`config.mk`:
```
export PLATFORM = sky130hd
export DESIGN_NAME = uart_peak_finder
export DESIGN_NICKNAME = d
export VERILOG_FILES = /design/src/rtl/uart_peak_finder.sv
export SDC_FILE = /design/constraint.sdc
export NUM_CORES = 1
export LEC_CHECK = 0
export CORE_ASPECT_RATIO = 1.75
export CORE_UTILIZATION = 45
export DETAILED_ROUTE_END_ITERATION = 12
export GPL_TIMING_DRIVEN = 1
export PLACE_DENSITY = 0.62
export SLEW_MARGIN = 10
export SYNTH_ARGS = -nofsm -noshare
export SYNTH_HDL_FRONTEND = slang
export SYNTH_SLANG_ARGS = --single-unit
export TNS_END_PERCENT = 1
```
`constraint.sdc`:
```
create_clock -name clk -period 3.78 [get_ports clk]
set_input_delay 0.378 -clock clk [delete_from_list [all_inputs] [get_ports clk]]
set_output_delay 0.378 -clock clk [all_outputs]
set_load 0.1 [all_outputs]
```
`src/rtl/uart_peak_finder.sv`:
```
// uart_peak_finder
//
// Parses framed sample streams arriving from a UART receiver and reports the
// largest unsigned 16-bit sample of each good frame together with its position.
//
// Frame layout (one byte per rx_en strobe):
//   0x55 | N | N x {MSB, LSB} | [checksum]
// The checksum byte is only expected when UART_PEAK_CHECKSUM_EN is defined; it is
// the XOR of the count byte and all 2N sample bytes. The default build (macro
// undefined) has no checksum state or accumulator and completes after the final LSB.
//
// Ports:
//   clk         system clock, rising edge
//   rstn        synchronous active-low reset
//   rx_data     received byte, qualified by rx_en
//   rx_en       one-cycle byte strobe, no backpressure
//   peak_value  largest sample of the last good frame (holds between frames)
//   peak_index  zero-based index of that sample
//   peak_valid  one-cycle pulse when peak_value/peak_index are updated
//   frame_err   one-cycle pulse when a frame is discarded (N=0, checksum, timeout)
//   busy        high whenever a frame is in progress (state other than S_HDR)
//
// Parameter:
//   TIMEOUT_CYCLES  idle clocks tolerated between bytes inside a frame (>= 1)

module uart_peak_finder #(
    parameter int unsigned TIMEOUT_CYCLES = 50000
) (
    input  logic        clk,
    input  logic        rstn,
    input  logic [7:0]  rx_data,
    input  logic        rx_en,
    output logic [15:0] peak_value,
    output logic [7:0]  peak_index,
    output logic        peak_valid,
    output logic        frame_err,
    output logic        busy
);

    // The idle counter only needs to hold 0 .. TIMEOUT_CYCLES-1: the clock that would
    // take it to TIMEOUT_CYCLES is the clock that fires the timeout instead.
    localparam int unsigned CntW = (TIMEOUT_CYCLES > 1) ? $clog2(TIMEOUT_CYCLES) : 1;
    localparam logic [CntW-1:0] TimeoutLast = CntW'(TIMEOUT_CYCLES - 1);
    localparam logic [7:0]      HdrByte     = 8'h55;

`ifdef UART_PEAK_CHECKSUM_EN
    typedef enum logic [2:0] {S_HDR, S_LEN, S_MSB, S_LSB, S_CHK} state_e;
`else
    typedef enum logic [2:0] {S_HDR, S_LEN, S_MSB, S_LSB} state_e;
`endif

    state_e          state_q;
    logic [7:0]      len_q;
    logic [7:0]      idx_q;
    logic [7:0]      msb_q;
    logic [15:0]     work_value_q;
    logic [7:0]      work_index_q;
    logic [CntW-1:0] idle_q;
`ifdef UART_PEAK_CHECKSUM_EN
    logic [7:0]      chk_q;
`endif

    logic [15:0]     peak_value_q;
    logic [7:0]      peak_index_q;
    logic            peak_valid_q;
    logic            frame_err_q;

    // Candidate peak after folding in the sample completed by the current LSB byte.
    logic [15:0]     sample;
    logic            take_sample;
    logic [15:0]     cand_value;
    logic [7:0]      cand_index;
    logic            last_sample;

    always_comb begin
        sample      = {msb_q, rx_data};
        // Strict compare keeps the first of equal maxima; index 0 always seeds the peak.
        take_sample = (idx_q == 8'd0) || (sample > work_value_q);
        cand_value  = take_sample ? sample : work_value_q;
        cand_index  = take_sample ? idx_q : work_index_q;
        last_sample = (idx_q == (len_q - 8'd1));
    end

    always_ff @(posedge clk) begin
        if (!rstn) begin
            state_q      <= S_HDR;
            len_q        <= 8'd0;
            idx_q        <= 8'd0;
            msb_q        <= 8'd0;
            work_value_q <= 16'd0;
            work_index_q <= 8'd0;
            idle_q       <= '0;
`ifdef UART_PEAK_CHECKSUM_EN
            chk_q        <= 8'd0;
`endif
            peak_value_q <= 16'd0;
            peak_index_q <= 8'd0;
            peak_valid_q <= 1'b0;
            frame_err_q  <= 1'b0;
        end else begin
            peak_valid_q <= 1'b0;
            frame_err_q  <= 1'b0;

            // A byte always wins over a timeout landing on the same clock.
            if (rx_en) begin
                idle_q <= '0;
                unique case (state_q)
                    S_HDR: begin
                        // Anything but the header byte is line noise between frames.
                        if (rx_data == HdrByte) begin
                            state_q <= S_LEN;
                        end
                    end
                    S_LEN: begin
                        if (rx_data == 8'd0) begin
                            frame_err_q <= 1'b1;
                            state_q     <= S_HDR;
                        end else begin
                            len_q        <= rx_data;
                            idx_q        <= 8'd0;
                            work_value_q <= 16'd0;
                            work_index_q <= 8'd0;
`ifdef UART_PEAK_CHECKSUM_EN
                            chk_q        <= rx_data;
`endif
                            state_q      <= S_MSB;
                        end
                    end
                    S_MSB: begin
                        msb_q   <= rx_data;
`ifdef UART_PEAK_CHECKSUM_EN
                        chk_q   <= chk_q ^ rx_data;
`endif
                        state_q <= S_LSB;
                    end
                    S_LSB: begin
                        work_value_q <= cand_value;
                        work_index_q <= cand_index;
`ifdef UART_PEAK_CHECKSUM_EN
                        chk_q        <= chk_q ^ rx_data;
`endif
                        if (last_sample) begin
`ifdef UART_PEAK_CHECKSUM_EN
                            state_q      <= S_CHK;
`else
                            peak_value_q <= cand_value;
                            peak_index_q <= cand_index;
                            peak_valid_q <= 1'b1;
                            state_q      <= S_HDR;
`endif
                        end else begin
                            idx_q   <= idx_q + 8'd1;
                            state_q <= S_MSB;
                        end
                    end
`ifdef UART_PEAK_CHECKSUM_EN
                    S_CHK: begin
                        if (rx_data == chk_q) begin
                            peak_value_q <= work_value_q;
                            peak_index_q <= work_index_q;
                            peak_valid_q <= 1'b1;
                        end else begin
                            frame_err_q  <= 1'b1;
                        end
                        state_q <= S_HDR;
                    end
`endif
                    default: begin
                        state_q <= S_HDR;
                    end
                endcase
            end else if (state_q != S_HDR) begin
                if (idle_q == TimeoutLast) begin
                    frame_err_q <= 1'b1;
                    idle_q      <= '0;
                    state_q     <= S_HDR;
                end else begin
                    idle_q <= idle_q + CntW'(1);
                end
            end else begin
                idle_q <= '0;
            end
        end
    end

    assign peak_value = peak_value_q;
    assign peak_index = peak_index_q;
    assign peak_valid = peak_valid_q;
    assign frame_err  = frame_err_q;
    assign busy       = (state_q != S_HDR);

endmodule

```
### Word level (Yosys, flattened, before mapping)

Cells that the tools add are included.

* register bits: 93
* word-level logic and storage cells: 64
* bits of input ports: 11
* output and inout bits: 27

* bitwise operators: 3
* add/subtract/negate cells: 3
* order comparisons: 1
* mux-type cells: 21
* equal/unequal tests: 9
* reduce and logical (&&, ||, !) cells: 16

Operators with widths (number)
* $mux W16: 2
* $pmux W16 S2: 1
* $pmux W8 S2: 2
* $mux W8: 3
* $add A16 B1 Y16 const B: 1
* $eq A16 B16 Y1 const B: 1
* $gt A16 B16 Y1: 1
* $logic_not A8 Y1: 2
* $reduce_and A3 Y1: 5
* $mux W3: 4
* $pmux W3 S4: 1
* $add A8 B1 Y8 const B: 1
* $eq A8 B7 Y1 const B: 1
* $eq A8 B8 Y1: 1
* $sub A8 B1 Y8 const B: 1
* $eq A3 B2 Y1 const B: 2
* $mux W1: 6
* $reduce_bool A2 Y1: 3
* $mux W2: 2
* $ne A2 B2 Y1 const B: 2
* $reduce_and A4 Y1: 1
* $reduce_or A4 Y1: 1
* $eq A3 B1 Y1 const B: 1
* $logic_not A3 Y1: 1
* other kinds (5): 7

### Logic depth before layout (Yosys ltp)

* word-level depth: 5
* mapped depth: 12
* gate-level depth less buffers: 9

### Least setup slack after synthesis

No wires, ideal clock.

* kind: input port to flip-flop
* start point: in rx_data[1]
* end point: reg work_index_q[5]
* stages on the path: 10
* buffers on the path: 2
* required time: 3663 ps
* data arrival time: 2472 ps
* slack: 1191 ps
* setup time: 117 ps
* path through: ha_1 > nor2b_1 > o211ai_1 > a211oi_1 > or4_1 > buf_2 > a21oi_2 > nor3_1 > buf_2 > a22o_2

* word-level cells in the longest chain between the ends: 4
* elaborated cells on any way between the ends: 7
* classes of those cells: order compare: 1; eq/ne: 1; mux: 2; reduce/logical: 3

Ends and longest elaborated chain
* start, declared: RTL line 31 `input logic [7:0] rx_data,`
* $gt A16 B16 Y1: RTL line 78 `take_sample = (idx_q == 8'd0) || (sample > work_value_q);`
* $logic_or A1 B1 Y1: RTL line 78
* $mux W8: RTL line 80 `cand_index = take_sample ? idx_q : work_index_q;`
* $pmux W8 S2: RTL line 107 `unique case (state_q)`
* end signal, assigned: RTL line 138 `work_index_q <= cand_index;`
* end, declared: RTL line 57 `logic [7:0] work_index_q;`

Parallel ways exist; a longest one is shown, timed or not.
A chain may end at the register's enable or synchronous reset.

### Worst setup path in the final report

* start point: in rx_data[1]
* end point: reg work_value_q[9]

* word-level cells in the longest chain between the ends: 4
* elaborated cells on any way between the ends: 7
* classes of those cells: order compare: 1; eq/ne: 1; mux: 2; reduce/logical: 3

Ends and longest elaborated chain
* $gt A16 B16 Y1: RTL line 78
* $logic_or A1 B1 Y1: RTL line 78
* $mux W16: RTL line 79 `cand_value = take_sample ? sample : work_value_q;`
* $pmux W16 S2: RTL line 107
* end signal, assigned: RTL line 137 `work_value_q <= cand_value;`
* end, declared: RTL line 56 `logic [15:0] work_value_q;`

Parallel ways exist; a longest one is shown, timed or not.

==> out/results.ini <==
[detailed_routing]
drc=0
ant_nets=0
drt_iter0_drc=182
first_pass_iters=5
routed_wl_um=12400
wire_per_inst_um=17.4
via_per_inst=5.95
num_vias=4234

[clock_tree]
cts_root_buf=clkbuf_16
postCtsSetupRepairBufs=0
cts_htree_levels=3
post_cts_resize_count=0
cts.reportedPaths.clkPinSlew_ns=0.06
cts_tree=yes
clk_latency_ns=0.34
clk_path_buf_depth=2
cts_hold_buffers=0
clock_sinks=92
cts_made_buffers=9

[sta]
fmax_mhz=326
worst_pin_slew_ns=0.983
setup_slack_ns=0.713
holdWs_ns=0.477
skew_ns=0.00389
min_period_ns=3.07
rsz0062_at_grt=false
drv_slew=0
fin_setup_tns_ns=0
slew_headroom=0.342
final-setup-viol-count=0
fin_crit_sh=0.811
hold_violations=0

[worst_hold_path]
hp-class=register to register

[logic_synthesis]
synth_cell_types=67
yosys.area_share.adder=0.0518
synth_top_area_frac=0.381
synth_top_flop_cell=dfxtp_1
yosysMostFrequentCell=dfxtp_1
avgSynthCellArea_um2=8.67
yosysTopAreaCell=dfxtp_1
synth_commonest_cells=dfxtp_1 (92), a21oi_1 (41), nand2_1 (32), nor3_1 (32), nor2_1 (30)
yosys.area_share.simple=0.194
synth-xor-area-share=0.0378
seq_area_frac_synth=0.381
async_flop_share=0
synth_area_leaders=dfxtp_1 (38%), ha_1 (5.2%), a21oi_1 (4.2%)
ys_warn_count=0
syn_nets=588
synth_edf_count=0
synth_seq_cells=92
synthMuxAreaShare=0.0168
syn_inst=557
synth_top_family_by_area=compound AO/OA/AOI/OAI gates
synth_compound_area_frac=0.238
synth.cell_area_um2=4830

[global_routing]
grt_pass1_wl_um=20200
grtUsageTotal=0.235
antenna_found_initial=0
grt-ovfl-total=0
grt_pass1_vias=4121
grt_max_degree=51

[floorplanning]
io_pins=38
placementRows=49
dieArea_um2=11200
fp.dieH_um=139
coreArea_um2=10400
die_width_um=80.3
start_util=0.466

[power]
p_switching_uw=435
power_uw=1970
peakVddDrop_v=0.000266
pwr-share-seq=0.493
power.leakage_uw=0.00186
combPwrFrac=0.046
cellPowerDensity_nw_per_um2=357
switching_share=0.221
power.share.clock=0.461
intPower_uw=1530

[finish]
drive_gt1_frac=0.0821
fill_cells=1007
finish.instance_area_um2=5500
insertedDiodeCount=0
nNetsFinal=611
area_delta_synth_final_pct=14.0

[critical_path]
critPathKind=input port to register
critPathCaptureType=register
worst_setup_path_start_kind=input port
critPathSlowestCell=or4_1
path_max_fanout=18
slowest_delay_ns=0.70
path_cells=clkdlybuf4s50_1 -> ha_1 -> nor2b_1 -> o211ai_1 -> a211oi_1 -> or4_1 -> and2_0 -> o21ai_2 -> buf_12 -> a22o_1
cp_data_arrival_time_ns=3.35
cp_num_buf_inv=2
critPathTopFamily=simple AND/OR/NAND/NOR gates
cp.required_ns=4.06

[placement]
gp_congestion=0.921
dpl-instance-area_um2=5200
port_buffers=37
dpl.hpwl_um=9150
dp_slack_ns=0.401

[job]
cap_violations=0

[status]
status=complete, no violations

[kinds of logic (layout without fill, tap and decap cells)]
| family | after synthesis | after routing |
|---|---|---|
| compound gates | 171 | 171 |
| simple gates | 180 | 180 |
| buf+inv | 66 | 94 |
| mux | 8 | 8 |
| fa+ha+maj | 20 | 20 |
| flops | 92 | 92 |
| xor+xnor | 20 | 20 |
[placed cells by master, fill, tap and decap left out, drive strengths merged, types with 8 or more instances in the layout]
| cell type | instances |
|---|---|
| nand2 | 32 |
| nand4 | 10 |
| a22o | 23 |
| o21ai | 38 |
| a31oi | 28 |
| inv | 26 |
| ha | 20 |
| nor2 | 31 |
| buf | 15 |
| and3 | 9 |
| xnor2 | 11 |
| a21boi | 9 |
| clkdlybuf4s50 | 37 |
| nor2b | 13 |
| xor2 | 9 |
| clkbuf | 10 |
| nor3 | 32 |
| dfxtp | 92 |
| a21oi | 42 |
| or4 | 8 |
| nand3 | 24 |
[path summary, 6_finish.rpt]
kind	cells after the start	to	slack (ns)	start
hold / removal	1	work_value_q[12]$_SDFFE_PN0P_	0.48	work_value_q[12]$_SDFFE_PN0P_
setup reg to reg	10	work_value_q[9]$_SDFFE_PN0P_	0.79	work_value_q[15]$_SDFFE_PN0P_
hold reg to reg	1	work_value_q[12]$_SDFFE_PN0P_	0.48	work_value_q[12]$_SDFFE_PN0P_
setup / recovery	10	work_value_q[9]$_SDFFE_PN0P_	0.71	rx_data[1]
[metal layers]
metal  wire, um  vias up  share of wire  global-route usage
met2       6890       71           0.56               0.447
met3        279       26          0.023              0.0289
met5          0        -              0                   0
met1       4780     2052           0.39               0.248
met4        425        0          0.034               0.103
li1           -     2085              -                   -
[cell type report]
cell class / instances / area, um2 / area share
Inverter: 26 / 97.6 / 0.0177
Tap cell: 127 / 159 / 0.0289
Clock inverter: 6 / 63.8 / 0.0116
Sequential cell: 92 / 1840 / 0.335
Multi-Input combinational cell: 399 / 2610 / 0.474
Clock buffer: 10 / 239 / 0.0434
Timing Repair Buffer: 52 / 495 / 0.0900
[state kept, by name, summed over array words and instances (netlist names), 2 cells and up]
name	cells
msb_q	8
peak_value	16
work_value_q	16
idle_q	16
work_index_q	8
state_q	2
len_q	8
peak_index	8
idx_q	8
[power by group through the flow]
stage	registers [uW]	clock network [uW]	logic [uW]
floorplan	991	0	49.9
global placement	991	0	89.2
detailed placement	991	0	89.9
CTS	969	923	90.0
global route	969	965	95.8
finish	969	907	90.4
[metrics by stage]
step / util / instances
finish: 0.531 / 712
global placement: 0.502 / 696
global route: 0.531 / 712
CTS: 0.531 / 712
floorplan: - / 557
detailed placement: 0.502 / 696
Power figures use the tool's default switching activity.
